===== src/rtl/divider_pkg.sv =====
// divider_pkg: state encodings and iteration constant shared by the divider blocks.
package divider_pkg;
  localparam int DIV_ITERS = 32;
  typedef enum logic [1:0] {
    IDLE = 2'b00,
    ITER = 2'b01,
    FIX  = 2'b10
  } div_state_e;
endpackage


===== src/rtl/divider_div_step.sv =====
// divider_div_step: one restoring-division step plus the adderc/mux2 primitives it uses.
module adderc #(parameter int WIDTH = 32) (
  input  logic [WIDTH-1:0] a,
  input  logic [WIDTH-1:0] b,
  input  logic             cin,
  output logic [WIDTH-1:0] y,
  output logic             cout
);
  assign {cout, y} = a + b + {{WIDTH{1'b0}}, cin};
endmodule

module mux2 #(parameter int WIDTH = 32) (
  input  logic [WIDTH-1:0] d0,
  input  logic [WIDTH-1:0] d1,
  input  logic             s,
  output logic [WIDTH-1:0] y
);
  assign y = s ? d1 : d0;
endmodule

module div_step #(parameter int WIDTH = 32) (
  input  logic [WIDTH-1:0] rem,
  input  logic [WIDTH-1:0] quo,
  input  logic [WIDTH-1:0] dvs,
  output logic [WIDTH-1:0] rem_n,
  output logic [WIDTH-1:0] quo_n
);
  logic [WIDTH:0] sh, diff;
  logic           cout, ok;
  assign sh = {rem, quo[WIDTH-1]};
  // carry out of sh + ~dvs + 1 means no borrow, i.e. the trial difference is non-negative
  adderc #(.WIDTH(WIDTH+1)) u_sub (
    .a(sh), .b(~{1'b0, dvs}), .cin(1'b1), .y(diff), .cout(cout)
  );
  assign ok = cout & ~diff[WIDTH];
  mux2 #(.WIDTH(WIDTH)) u_restore (
    .d0(sh[WIDTH-1:0]), .d1(diff[WIDTH-1:0]), .s(ok), .y(rem_n)
  );
  assign quo_n = {quo[WIDTH-2:0], ok};
endmodule


===== src/rtl/divider.sv =====
// divider: multi-cycle signed/unsigned restoring divider with fixed WIDTH+1 cycle latency.
module divider
  import divider_pkg::*;
#(parameter int WIDTH = DIV_ITERS) (
  input  logic             ph1,
  input  logic             reset,
  input  logic             start,
  input  logic             sgn,
  input  logic [WIDTH-1:0] a,
  input  logic [WIDTH-1:0] b,
  output logic             busy,
  output logic             done,
  output logic [WIDTH-1:0] hi,
  output logic [WIDTH-1:0] lo,
  output logic             dbz
);
  localparam int CW = $clog2(WIDTH);
  div_state_e state_q, state_d;
  logic [CW-1:0] cnt_q, cnt_d;
  logic [WIDTH-1:0] rem_q, rem_d, quo_q, quo_d, dvs_q, dvs_d, hi_q, hi_d, lo_q, lo_d;
  logic [WIDTH-1:0] rem_n, quo_n, abs_a, abs_b;
  logic neg_q, neg_d, rneg_q, rneg_d, bz_q, bz_d;
  logic busy_q, busy_d, done_q, done_d, dbz_q, dbz_d;
  assign abs_a = (sgn && a[WIDTH-1]) ? -a : a;
  assign abs_b = (sgn && b[WIDTH-1]) ? -b : b;
  div_step #(.WIDTH(WIDTH)) u_step (
    .rem(rem_q), .quo(quo_q), .dvs(dvs_q), .rem_n(rem_n), .quo_n(quo_n)
  );
  // b == 0 leaves |a| in rem, so the remainder sign fix naturally returns a unmodified
  always_comb begin
    state_d = state_q;
    cnt_d   = cnt_q;
    rem_d   = rem_q;
    quo_d   = quo_q;
    dvs_d   = dvs_q;
    neg_d   = neg_q;
    rneg_d  = rneg_q;
    bz_d    = bz_q;
    busy_d  = busy_q;
    done_d  = 1'b0;
    dbz_d   = dbz_q;
    hi_d    = hi_q;
    lo_d    = lo_q;
    case (state_q)
      IDLE: if (start) begin
        state_d = ITER;
        cnt_d   = '0;
        rem_d   = '0;
        quo_d   = abs_a;
        dvs_d   = abs_b;
        neg_d   = sgn & (a[WIDTH-1] ^ b[WIDTH-1]);
        rneg_d  = sgn & a[WIDTH-1];
        bz_d    = (b == '0);
        busy_d  = 1'b1;
      end
      ITER: begin
        rem_d   = rem_n;
        quo_d   = quo_n;
        cnt_d   = cnt_q + CW'(1);
        state_d = (cnt_q == CW'(WIDTH-1)) ? FIX : ITER;
      end
      FIX: begin
        state_d = IDLE;
        busy_d  = 1'b0;
        done_d  = 1'b1;
        dbz_d   = bz_q;
        lo_d    = bz_q ? '1 : neg_q ? -quo_q : quo_q;
        hi_d    = rneg_q ? -rem_q : rem_q;
      end
      default: begin
        state_d = IDLE;
        busy_d  = 1'b0;
      end
    endcase
  end
  always_ff @(posedge ph1) begin
    if (reset) begin
      state_q <= IDLE;
      cnt_q   <= '0;
      rem_q   <= '0;
      quo_q   <= '0;
      dvs_q   <= '0;
      neg_q   <= 1'b0;
      rneg_q  <= 1'b0;
      bz_q    <= 1'b0;
      busy_q  <= 1'b0;
      done_q  <= 1'b0;
      dbz_q   <= 1'b0;
      hi_q    <= '0;
      lo_q    <= '0;
    end else begin
      state_q <= state_d;
      cnt_q   <= cnt_d;
      rem_q   <= rem_d;
      quo_q   <= quo_d;
      dvs_q   <= dvs_d;
      neg_q   <= neg_d;
      rneg_q  <= rneg_d;
      bz_q    <= bz_d;
      busy_q  <= busy_d;
      done_q  <= done_d;
      dbz_q   <= dbz_d;
      hi_q    <= hi_d;
      lo_q    <= lo_d;
    end
  end
  assign busy = busy_q;
  assign done = done_q;
  assign dbz  = dbz_q;
  assign hi   = hi_q;
  assign lo   = lo_q;
endmodule


===== config.mk =====
export PLATFORM = sky130hd
export DESIGN_NAME = divider
export DESIGN_NICKNAME = d
export VERILOG_FILES = /design/src/rtl/divider_pkg.sv /design/src/rtl/divider_div_step.sv /design/src/rtl/divider.sv
export SDC_FILE = /design/constraint.sdc
export NUM_CORES = 1
export LEC_CHECK = 0
export BUFFER_PORTS_ARGS = -buffer_cell sky130_fd_sc_hd__buf_4
export CORE_UTILIZATION = 30
export CTS_CLUSTER_DIAMETER = 30
export CTS_CLUSTER_SIZE = 8
export DETAILED_ROUTE_END_ITERATION = 8
export GPL_TIMING_DRIVEN = 0
export HOLD_SLACK_MARGIN = 0.03
export PLACE_DENSITY_LB_ADDON = 0.25
export SLEW_MARGIN = 20
export SYNTH_ARGS = -nofsm -noshare
export SYNTH_HDL_FRONTEND = slang
export SYNTH_SLANG_ARGS = --single-unit

===== constraint.sdc =====
create_clock -name ph1 -period 3.3 [get_ports ph1]
set_input_delay 0.165 -clock ph1 [delete_from_list [all_inputs] [get_ports ph1]]
set_output_delay 0.165 -clock ph1 [all_outputs]
set_load 0.005 [all_outputs]

## Word-level counts from Yosys, hierarchy flattened

Index checks and enable logic that the tools add are counted.
Widths: inputs -> output; s select.

| storage, ports and cells | value |
|---|---|
| input port bits | 68 |
| output and inout bits | 67 |
| bits in registers | 173 |
| word-level logic and storage cells | 57 |

| cells by class | value |
|---|---|
| mux-type cells | 18 |
| reductions and logical operators | 8 |
| equality and inequality tests | 4 |
| $add $sub $neg | 7 |
| bitwise logic cells | 7 |

Operator list:

| kind | count |
|---|---|
| $mux 32 | 8 |
| $neg 32->32 | 4 |
| $pmux 32 s2 | 2 |
| $add 33x33->34 | 1 |
| $add 34x1->34 const B | 1 |
| $not 32->33 | 1 |
| $logic_not 32->1 | 1 |
| $pmux 5 s2 | 1 |
| $reduce_and 2->1 | 3 |
| $add 5x1->5 const B | 1 |
| $eq 5x5->1 const B | 1 |
| $mux 5 | 1 |
| $mux 2 | 2 |
| $pmux 2 s2 | 1 |
| $and 1x1->1 | 3 |
| $eq 2x1->1 const B | 1 |
| $eq 2x2->1 const B | 1 |
| $logic_and 1x1->1 | 2 |
| $logic_not 2->1 | 1 |
| $mux 1 | 2 |
| $ne 2x2->1 const B | 1 |
| $not 1->1 | 2 |
| $pmux 1 s2 | 1 |
| $reduce_bool 2->1 | 1 |
| $xor 1x1->1 | 1 |

## Logic depth before layout (Yosys ltp)

Gate-level depths: netlist (run 1).

| logic depth | value |
|---|---|
| word-level depth | 7 |
| mapped depth | 13 |
| mapped depth without buffers | 12 |

## Modules after synthesis

A second synthesis (run 1) with hierarchy kept.

| unflattened totals | value |
|---|---|
| cell total of the unflattened synthesis | 1423 |
| area total of the unflattened synthesis | 11700.0 µm² |

By module, submodules not included:

| module | cells an instance | sequential area each (µm²) | times used | area each (µm²) |
|---|---|---|---|---|
| divider | 1050 | 3463.3 | 1 | 8886.0 |
| adderc | 271 | 0.0 | 1 | 1891.8 |
| mux2 | 36 | 0.0 | 1 | 544.3 |
| div_step | 66 | 0.0 | 1 | 377.9 |

## Worst setup path after synthesis (run 1)

No wires, ideal clock.

| path | value |
|---|---|
| kind | reg2reg |
| start point | register rem_q[22] |
| end point | register rem_q[0] |
| setup slack | 0.284 ns |
| cell stages (with the launch flop) | 11 |
| clock period less this slack | 3.016 ns |
| library setup time | 0.117 ns |
| data required time | 3.183 ns |
| arrival time | 2.899 ns |
| path buffers | 1 |
| cells stage by stage | dfxtp_1 ha_1 clkbuf_1 a21o_1 o21bai_1 a2111o_1 a311oi_1 o21a_1 xor2_1 o21ai_0 a32o_1 |

| on the way | value |
|---|---|
| cells in the longest elaborated chain, start to end | 6 |

RTL lines:

| what | line | RTL |
|---|---|---|
| start, declared | divider.sv:20 | `logic [WIDTH-1:0] rem_q, rem_d, quo_q, quo_d, dvs_q, dvs_d, hi_q, hi_d, lo_q, lo_d;` |
| start signal, assigned | divider.sv:94 | `rem_q <= rem_d;` |
| $add 33x33->34 (*) | divider_div_step.sv:9 | `assign {cout, y} = a + b + {{WIDTH{1'b0}}, cin};` |
| $add 34x1->34 (*) | divider_div_step.sv:9 |  |
| $not 1->1 | divider_div_step.sv:35 | `assign ok = cout & ~diff[WIDTH];` |
| $and 1x1->1 (*) | divider_div_step.sv:35 |  |
| $mux 32 (*) | divider_div_step.sv:18 | `assign y = s ? d1 : d0;` |
| $pmux 32 s2 (*) | divider.sv:44 | `case (state_q)` |

Every way passes the cells marked *; elsewhere a longest branch is shown, timed or not.
A chain may end at the register's enable or synchronous reset.

## Final worst setup path (run 1)

| path | value |
|---|---|
| start point | register rem_q[18] |
| end point | register rem_q[21] |

| on the way | value |
|---|---|
| cells in the longest elaborated chain, start to end | 6 |

RTL lines:

| what | line |
|---|---|
| $add 33x33->34 (*) | divider_div_step.sv:9 |
| $add 34x1->34 (*) | divider_div_step.sv:9 |
| $not 1->1 | divider_div_step.sv:35 |
| $and 1x1->1 | divider_div_step.sv:35 |
| $mux 32 (*) | divider_div_step.sv:18 |
| $pmux 32 s2 (*) | divider.sv:44 |

Marked as above.

==> summary.md, run 1 <==
| Metric | Value |
|---|---|
| #FFs+latches synth | 173 |
| Startpoint types | flip-flop |
| Critical Path Slowest Stage Cell | a2111o_1 |
| CP peak stage delay | 0.49 ns |
| WP buf/inv | 2 |
| Worst-path fanout max | 7 |
| Die area | 36200 um^2 |
| Max VDD drop | 0.265 mV |
| Period utilization | 0.960 |
| Syn Inst Count | 1348 |
| CP Capture Type | flip-flop |
| Initial Util | 0.306 |
| Yosys warns | 0 |
| Final WL | 35300 um |
| Initial DRC Count | 706 |
| Final Critical Period | approximately 3.2 ns |
| Switching share of power | 0.314 |
| Die X | 190 um |
| Final setup fails | 0 |
| Total Routing Usage GR | 0.193 |
| Logic pwr share | 0.181 |
| EDFF count, synth | 0 |
| Crit path DAT | 3.56 ns |
| Initial antenna violation count | 0 |
| H-tree levels | 4 |
| First-pass GRT wire length | about 55000 um |
| Yosys cell types | 64 |
| Row count | 68 |
| Static leakage power | 0.00496 uW |
| Syn Nets | 1455 |
| # IOs | 135 |
| Die Height | roughly 190 um |
| Total negative slack | 0 ns |
| DP HPWL | 28100 um |
| Hold Startpoint | b[21] |
| HP Class | in -> reg |
| Max frequency | 0.316 GHz |
| Post-Syn Area per Cell | between 7 and 8 um^2 |
| Outcome | completed |
| Max_cap viols | 0 |
| Reg-to-reg slack, setup | roughly 0.13 ns |
| Via count | between 10000 and 15000 |
| Seq pwr share | 0.418 |
| Routed len/inst | 17.9 um |
| Worst slew margin | 0.375 |
| Clock network fraction of design power | 0.401 |
| CTS tree | built |
| Vias in the first global route | 9645 |
| Ant. Diodes | 0 |
| Switching power | around 1700 uW |
| CTS Buf Count | 17 |
| Post-Route Skew | 0.0124 ns |
| Post-layout nets | 1611 |
| Top cell family by delay on the critical path | compound AO/OA/AOI/OAI gates |
| Share of cells above drive strength 1 | 0.136 |
| Worst reg2reg startpoint | rem_q[18]$_SDFFE_PP0P_ |
| Final hold violations | 0 |
| CP Launch Point | rem_q[18]$_SDFFE_PP0P_ |
| IO Port Bufs | 134 |
| Actual slew at the worst max-slew pin | around 0.94 ns |
| Routed vias/inst | 5.27 |
| Clk slew on worst S/H paths | 0.08 ns |
| CTS Buffer Depth | 2 |
| Number of max-slew violations in the final report | 0 |
| Grt ovf | 0 |
| Internal | 3700 uW |
| Ys flop type | dfxtp_1 |
| Register area share after synthesis | 0.326 |
| PD cells | 413 nW/um^2 |
| Asr flop ratio synth | 0 |
| Clk_lat worst skew | between 0.4 and 0.5 ns |
| Util after Layout | 0.375 |
| CP Class | reg -> reg |
| Area grow syn2layout | 22.4% |
| Critical Path RT | 3.69 ns |
| Pin count of the biggest net entering global routing | 19 |
| RSZ-0062 raised after global routing | no |
| DR pass1 iterations | 6 |
| Clock root cell | clkbuf_16 |
| # DRC | 0 |
| Clock sinks | 173 |
| RePlAce Congestion | 0.889 |
| CP cell instances | ha_1, clkbuf_1, a21oi_1, o21ai_1, a2111o_1, a311oi_2, o21a_2, buf_12, xor2_4, nor4b_1, a221o_1 |
| Routed Antenna Nets | 0 |
| Syn Std Cell Area | 10600 um^2 |
| Core area | 34700 um^2 |
[power groups by stage]
stage / Sequential [uW] / Combinational [uW] / Clock [uW]
after floorplan: 2260 / 647 / 0
after global placement: 2290 / 940 / 0
after detailed placement: 2300 / 948 / 0
after CTS: 2250 / 963 / 2180
after global routing: 2260 / 1080 / 2270
final: 2250 / 974 / 2160
[cells by family (layout without fill, tap and decap cells)]
group	count (synthesis)	after routing	share of synthesized area
compound gates	430	430	0.273
xor+xnor	143	144	0.118
fa+ha+maj	39	39	0.0466
buf+inv	140	308	0.0495
flops	173	173	0.326
mux	3	3	0.00282
simple gates	420	420	0.185
[cells in the mapped netlist, types with 20 or more instances]
master / number / share of area
o31ai_1: 29 / 0.020
a22oi_1: 42 / 0.030
nand2_1: 121 / 0.043
nor3_1: 28 / 0.013
dfxtp_1: 173 / 0.33
a211oi_1: 77 / 0.054
o21ai_0: 76 / 0.036
o41ai_1: 20 / 0.016
xnor2_1: 63 / 0.052
ha_1: 38 / 0.045
clkbuf_1: 80 / 0.028
nand3_1: 26 / 0.012
inv_1: 57 / 0.020
xor2_1: 80 / 0.066
a21oi_1: 86 / 0.040
nor2_1: 141 / 0.050
[final timing paths]
path | endpoint | depth (start not counted)
setup / recovery | rem_q[21]$_SDFFE_PP0P_ | 11
hold / removal | dvs_q[21]$_SDFFE_PP0P_ | 3
setup reg to reg | rem_q[21]$_SDFFE_PP0P_ | 11
hold reg to reg | dvs_q[31]$_SDFFE_PP0P_ | 2
[what timing repair did]
action / in CTS / in global routing
pin swaps: 1 / 3
gates cloned: 0 / 1
hold buffers: 5 / 0
gates resized for setup: 12 / 23
endpoints found under the hold margin: 5 / 0
setup endpoints to repair: 33 / 35
setup buffers: 2 / 2
[area by class of cell]
cell class	count	area (um^2)
Buffer	76	294
Multi-Input combinational cell	1036	6760
Fill cell	3612	21700
Inverter	57	214
Clock inverter	15	194
Timing Repair Buffer	143	1100
Clock buffer	17	425
Sequential cell	173	3470
Tap cell	455	569
[metrics by stage]
| step | total power, uW | setup slack, ns | instance area (um^2) | std cells | hold slack, ns |
|---|---|---|---|---|---|
| 2_1_floorplan | 2910 | 0.284 | 10600 | 1348 | 0.301 |
| 3_3_place_gp | 3230 | -0.426 | 12200 | 1937 | 0.443 |
| 3_5_place_dp | 3240 | -0.416 | 12200 | 1937 | 0.449 |
| 4_1_cts | 5390 | 0.00873 | 12900 | 1976 | 0.0305 |
| 5_1_grt | 5610 | 0.00313 | 13000 | 1972 | 0.0520 |
| 6_report | 5380 | 0.132 | 13000 | 1972 | 0.0294 |
[flip-flops by register name, summed over array words and instances, names as in the netlist, 2 cells and up]
register,flops
cnt_q,5
hi,32
dvs_q,32
state_q,2
quo_q,32
lo,32
rem_q,32
[routing by layer]
layer / routed length (um) / share of wire / vias to the layer above / GRT usage
li1: - / - / 5244 / -
met1: 18000 / 0.51 / 4804 / 0.287
met2: 14800 / 0.42 / 309 / 0.283
met3: 2000 / 0.057 / 26 / 0.0291
met4: 477 / 0.014 / 0 / 0.0520
met5: 0 / 0 / - / 0
[layout by cell type (no fill, tap or decap), drive strengths merged, types with 6 or more instances in the layout]
master	instances
nand3b	7
o21ai	78
a21o	11
o211ai	15
or3	11
o41ai	21
or4	19
a311oi	6
nand2	121
buf	143
a21oi	86
nand3	26
o31ai	29
xnor2	63
nand4	13
inv	65
o22ai	17
a221o	7
ha	38
xor2	81
o21a	7
and3	10
nand2b	10
a211oi	77
nor4	10
clkbuf	88
dfxtp	173
nor2	141
nor3	28
and2	8
a22oi	42
[worst register-to-register path, stage by stage (launching register included)]
cell and delay, ns:
dfxtp_2 0.42, ha_1 0.25, clkbuf_1 0.19, a21oi_1 0.19
o21ai_1 0.14, a2111o_1 0.49, a311oi_2 0.25, o21a_2 0.28
buf_12 0.15, xor2_4 0.10, nor4b_1 0.46, a221o_1 0.17
Power figures use the tool's default switching activity.
==> inputs of run 2 (changes only) <==
--- a/config.mk
+++ b/config.mk
@@ -5,11 +5,12 @@
 export SDC_FILE = /design/constraint.sdc
 export NUM_CORES = 1
 export LEC_CHECK = 0
-export BUFFER_PORTS_ARGS = -buffer_cell sky130_fd_sc_hd__buf_4
+export CORE_MARGIN = 2
 export CORE_UTILIZATION = 30
 export CTS_CLUSTER_DIAMETER = 30
 export CTS_CLUSTER_SIZE = 8
 export DETAILED_ROUTE_END_ITERATION = 8
+export DONT_BUFFER_PORTS = 1
 export GPL_TIMING_DRIVEN = 0
 export HOLD_SLACK_MARGIN = 0.03
 export PLACE_DENSITY_LB_ADDON = 0.25
==> run 2 against run 1 <==
Count of clock-buffer cells in the layout unchanged. Sequential share of layout area is 0.73 points higher. Non-clock buffer count is 64 lower. Sequential power is essentially flat. Critical path type unchanged. Critical endpoint is now lo[30]$_SDFFE_PP0P_.
==> summary.md, run 2 (synthesized netlist as in run 1, its figures left out) <==
| Metric | Value |
|---|---|
| Routed Antenna Nets | 0 |
| # IOs | 135 |
| CP Capture Type | flip-flop |
| HP Class | in -> reg |
| H-tree levels | 4 |
| Max VDD drop | 0.267 mV |
| WHS Endpoint | dvs_q[26]$_SDFFE_PP0P_ |
| Reg-to-reg slack, setup | 0.06 ns |
| Initial Util | 0.306 |
| Die Height | about 190 um |
| Most frequent cells in the layout | 166 x dfxtp_1, 141 x nor2_1, 121 x nand2_1, 85 x a21oi_1, 79 x xor2_1 |
| Pin count of the biggest net entering global routing | 18 |
| CP peak stage delay | 0.57 ns |
| # DRC | 0 |
| PD cells | 419 nW/um^2 |
| Post-Route Skew | ~0.020 ns |
| Static leakage power | 0.00454 uW |
| Worst-path fanout max | 6 |
| Switching share of power | 0.307 |
| CP cell instances | or4_4, nor4_4, or3b_4, or4_4, buf_6, or3_4, o41ai_4, xor2_1, a211oi_1 |
| Total Routing Usage GR | 0.195 |
| Clock sinks | 173 |
| RSZ-0062 raised after global routing | yes |
| Die X | 192 um |
| Fill count | 3685 |
| Number of max-slew violations in the final report | 0 |
| First-pass GRT wire length | between 50000 and 60000 um |
| Post-Layout Inst Area | 12700 um^2 |
| Critical Path RT | roughly 3.6 ns |
| Switching power | 1630 uW |
| Final hold violations | 0 |
| Total negative slack | 0 ns |
| Core area | 34700 um^2 |
| Routed len/inst | 19.1 um |
| Ant. Diodes | 0 |
| Initial antenna violation count | 1 |
| CP Class | reg -> reg |
| Multi-input logic area | about 6800 um^2 |
| Storage element area | between 3000 and 4000 um^2 |
| Max_cap viols | 0 |
| CTS Buffer Depth | 2 |
| FF-to-FF End | lo[30]$_SDFFE_PP0P_ |
| Top cell by count, worst path | or4_4 |
| Crit path DAT | 3.55 ns |
| CTS tree | built |
| Vias in the first global route | 9552 |
| CTS Buf Count | 17 |
| Worst reg2reg startpoint | quo_q[7]$_SDFFE_PP0P_ |
| DR pass1 iterations | 6 |
| RePlAce Congestion | around 0.9 |
| Actual slew at the worst max-slew pin | 0.946 ns |
| Max frequency | 0.309 GHz |
| Min setup slack post-route | about 0.062 ns |
| Final setup fails | 0 |
| Share of cells above drive strength 1 | 0.0551 |
| Period utilization | 0.981 |
| IO Port Bufs | 0 |
| Routed vias/inst | 5.28 |
| Clock network fraction of design power | 0.397 |
| Top cell family by delay on the critical path | simple AND/OR/NAND/NOR gates |
| Grt ovf | 0 |
| Outcome | completed |
| Clk slew on worst S/H paths | 0.07 ns |
| Commonest non-fill, non-tap cell in the layout | dfxtp_1 |
| Util after Layout | 0.366 |
| Hold Startpoint | b[25] |
| Startpoint types | flip-flop |
| Post-layout nets | 1547 |
| Die area | approximately 37000 um^2 |
| Logic pwr share | 0.180 |
| Internal | 3690 uW |
| Final Critical Period | 3.24 ns |
| Clk_lat worst skew | 0.45 ns |
| Row count | between 60 and 70 |
| Clock root cell | clkbuf_16 |
| Area grow syn2layout | 19.3% |
| Final WL | 36400 um |
| WP buf/inv | 1 |
| Critical Path Slowest Stage Cell | or4_4 |
| Initial DRC Count | 776 |
| DP Worst Slack | -0.482 ns |
| Worst Hold Depth | 3 |
| Worst slew margin | 0.369 |
| Seq pwr share | 0.423 |
| R2r worst-path depth | 9 |
| Via count | 10100 |
| Placed cell areas | 11200 um^2 |
| DP HPWL | 28400 um |
## run 2: power by group through the flow
stage	clock network, uW	registers, uW	logic, uW
6_report	2110	2250	960
5_1_grt	2220	2260	1070
4_1_cts	2140	2250	932
3_5_place_dp	0	2300	849
3_3_place_gp	0	2290	846
2_1_floorplan	0	2260	647
## run 2: per-stage QoR
stage | instances | power (uW) | hold slack, ns
2_1_floorplan | 1348 | 2910 | 0.301
3_3_place_gp | 1803 | 3140 | 0.311
3_5_place_dp | 1803 | 3140 | 0.316
4_1_cts | 1902 | 5310 | 0.0322
5_1_grt | 1908 | 5550 | 0.0482
6_report | 1908 | 5320 | 0.0383
## run 2: worst register-to-register path, delay by kind of cell, from the launching register on
kind / cells / cell delay (ns)
compound gates: 2 / 0.39
flops: 1 / 0.36
xor+xnor: 1 / 0.22
simple gates: 5 / 2.01
buf+inv: 1 / 0.14
## run 2: area by class of cell
cell class / count / share of cell area
Clock buffer: 17 / 0.0335
Sequential cell: 173 / 0.274
Inverter: 57 / 0.0169
Timing Repair Buffer: 77 / 0.0586
Multi-Input combinational cell: 1036 / 0.534
Tap cell: 455 / 0.0449
Clock inverter: 15 / 0.0141
Buffer: 78 / 0.0244
## run 2: what timing repair did
item	CTS	global route
resized for setup	14	26
setup buffers	1	10
setup endpoints to repair	33	32
cloned	0	1
hold buffers	66	0
hold endpoints to repair	64	0
pin swaps	1	7
## run 2: how the worst max path moves through the flow
| stage | endpoint | slack, ns | from | cells after the start |
|---|---|---|---|---|
| after floorplan | rem_q[0]$_SDFFE_PP0P_ | 0.28 | rem_q[22]$_SDFFE_PP0P_ | 10 |
| after global placement | rem_q[0]$_SDFFE_PP0P_ | -0.45 | rem_q[16]$_SDFFE_PP0P_ | 10 |
| after detailed placement | rem_q[0]$_SDFFE_PP0P_ | -0.48 | rem_q[16]$_SDFFE_PP0P_ | 10 |
| after CTS | rem_q[21]$_SDFFE_PP0P_ | 0.02 | rem_q[7]$_SDFFE_PP0P_ | 10 |
| after global routing | lo[30]$_SDFFE_PP0P_ | -0.05 | quo_q[7]$_SDFFE_PP0P_ | 9 |
| final | lo[30]$_SDFFE_PP0P_ | 0.06 | quo_q[7]$_SDFFE_PP0P_ | 9 |
## run 2: metal layers
metal | wire (um) | share of wire | global-route usage
met1 | 18400 | 0.51 | 0.284
met3 | 2260 | 0.062 | 0.0504
met5 | 0 | 0 | 0
met4 | 648 | 0.018 | 0.0505
met2 | 15100 | 0.41 | 0.282
==> inputs of run 3 (changes only) <==
--- a/config.mk
+++ b/config.mk
@@ -14,6 +14,7 @@
 export GPL_TIMING_DRIVEN = 0
 export HOLD_SLACK_MARGIN = 0.03
 export PLACE_DENSITY_LB_ADDON = 0.25
+export RECOVER_POWER = 100
 export SLEW_MARGIN = 20
 export SYNTH_ARGS = -nofsm -noshare
 export SYNTH_HDL_FRONTEND = slang
==> run 3 against run 2 <==
Final area unchanged. Largest power group unchanged. Count of clock-buffer cells in the layout is the same. Highest routed layer unchanged. Total power is essentially flat. Non-clock buffer count unchanged. Largest cell class unchanged. Wire length about the same. Worst setup slack about the same. Via count is 0.15% higher.
==> summary.md, run 3 (synthesized netlist as in run 1, its figures left out) <==
| Metric | Value |
|---|---|
| Share of cells above drive strength 1 | 0.0551 |
| # DRC | 0 |
| Total negative slack | 0 ns |
| DR pass1 iterations | 5 |
| Clk_lat worst skew | 0.45 ns |
| Number of max-slew violations in the final report | 0 |
| Fill count | 3685 |
| Clk slew on worst S/H paths | around 0.07 ns |
| Final Critical Period | 3.24 ns |
| Grt ovf | 0 |
| Row count | 68 |
| Post-layout nets | 1547 |
| First-pass GRT wire length | between 50000 and 60000 um |
| Routed Antenna Nets | 0 |
| IO Port Bufs | 0 |
| Post-Route Skew | 0.0200 ns |
| Vias in the first global route | 9552 |
| Ant. Diodes | 0 |
| Final hold slack | roughly 0.036 ns |
| Critical Path RT | around 3.6 ns |
| Max_cap viols | 0 |
| CTS tree | built |
| Top cell by count, worst path | or4_4 |
| Max VDD drop | 0.269 mV |
| Die area | 37000 um^2 |
| Total Routing Usage GR | 0.195 |
| Actual slew at the worst max-slew pin | 0.946 ns |
| CP peak stage delay | ~0.57 ns |
| Initial Util | 0.306 |
| Final WL | ~36000 um |
| Die X | 192 um |
| CP Capture Type | flip-flop |
| Worst slew margin | 0.369 |
| Pin count of the biggest net entering global routing | 18 |
| HP Class | in -> reg |
| Crit path DAT | 3.55 ns |
| CP cell instances | or4_4, nor4_4, or3b_4, or4_4, buf_6, or3_4, o41ai_4, xor2_1, a211oi_1 |
| Initial DRC Count | approximately 800 |
| Static leakage power | 0.00454 uW |
| Initial antenna violation count | 1 |
| Final hold violations | 0 |
| Via count | 10100 |
| Worst-path fanout max | 6 |
| Commonest non-fill, non-tap cell in the layout | dfxtp_1 |
| RSZ-0062 raised after global routing | yes |
| Routed vias/inst | 5.28 |
| Critical Path Slowest Stage Cell | or4_4 |
| Die Height | 192 um |
| PD cells | 419 nW/um^2 |
| WP buf/inv | 1 |
| CTS Buffer Depth | 2 |
| CP Class | reg -> reg |
| Startpoint types | flip-flop |
| Top cell family by delay on the critical path | simple AND/OR/NAND/NOR gates |
| Period utilization | 0.981 |
| Outcome | completed |
| Clock sinks | 173 |
| DP HPWL | between 20000 and 30000 um |
| Clock root cell | clkbuf_16 |
| Final setup fails | 0 |
| Routed len/inst | 19.1 um |
| Area grow syn2layout | 19.3% |
| Core area | 34700 um^2 |
| # IOs | 135 |
| RePlAce Congestion | 0.910 |
| CTS Buf Count | 17 |
| Most frequent cells in the layout | 166 x dfxtp_1, 141 x nor2_1, 121 x nand2_1, 85 x a21oi_1, 79 x xor2_1 |
| Max frequency | 0.309 GHz |
| H-tree levels | 4 |
run 3: changes by cell type in the layout (fill, tap and decap cells not counted):
cell / change
and2_1: -1
and2_0: +1
run 3: power by group:
group	internal [uW]	leakage (uW)	total (uW)	switching [uW]
clock network	1140	0.000287	2110	965
registers	2160	0.00141	2250	90.7
logic	387	0.00284	961	574
run 3: layout make-up:
| class | count | area (um^2) | share of cell area |
|---|---|---|---|
| multi-input cells | 1036 | 6770 | 0.534 |
| flip-flops and latches | 173 | 3480 | 0.274 |
| repair buffers | 77 | 743 | 0.0586 |
| well taps | 455 | 569 | 0.0449 |
| clock buffers | 17 | 425 | 0.0335 |
| plain buffers | 78 | 310 | 0.0244 |
| inverters | 57 | 214 | 0.0169 |
| clock inverters | 15 | 179 | 0.0141 |
run 3: what timing repair did:
item | CTS | global route
cloned | 0 | 1
endpoints found under the hold margin | 64 | 0
setup endpoints to repair | 33 | 32
hold buffers | 66 | 0
pin swaps | 1 | 7
setup buffers | 1 | 10
gates resized for setup | 14 | 26
run 3: worst paths after layout:
check,startpoint,end,slack [ns],cells past startpoint
max,quo_q[7]$_SDFFE_PP0P_,lo[30]$_SDFFE_PP0P_,0.06,9
min,b[13],dvs_q[14]$_SDFFE_PP0P_,0.04,3
max reg2reg,quo_q[7]$_SDFFE_PP0P_,lo[30]$_SDFFE_PP0P_,0.06,9
min reg2reg,dvs_q[31]$_SDFFE_PP0P_,dvs_q[31]$_SDFFE_PP0P_,0.47,2
run 3: through the flow:
stage | instances | power [uW] | setup slack (ns) | utilization | area, um^2
floorplan | 1348 | 2910 | 0.284 | - | 10600
global placement | 1803 | 3140 | -0.452 | 0.323 | 11200
detailed placement | 1803 | 3140 | -0.482 | 0.323 | 11200
CTS | 1902 | 5310 | 0.0217 | 0.361 | 12500
global route | 1908 | 5550 | -0.0463 | 0.366 | 12700
finish | 1908 | 5320 | 0.0620 | 0.366 | 12700
run 3: per-layer routing:
layer  vias up  track usage  wire [um]
met5         -            0          0
met4         0       0.0505        673
met3        40       0.0504       2420
met2       267        0.282      15000
met1      4659        0.284      18300
li1       5115            -          -
run 3: worst reg2reg max path: stages (launching register included):
cell and delay, ns:
dfxtp_4 0.36, or4_4 0.57, nor4_4 0.24, or3b_4 0.43
or4_4 0.43, buf_6 0.14, or3_4 0.34, o41ai_4 0.29
xor2_1 0.22, a211oi_1 0.10
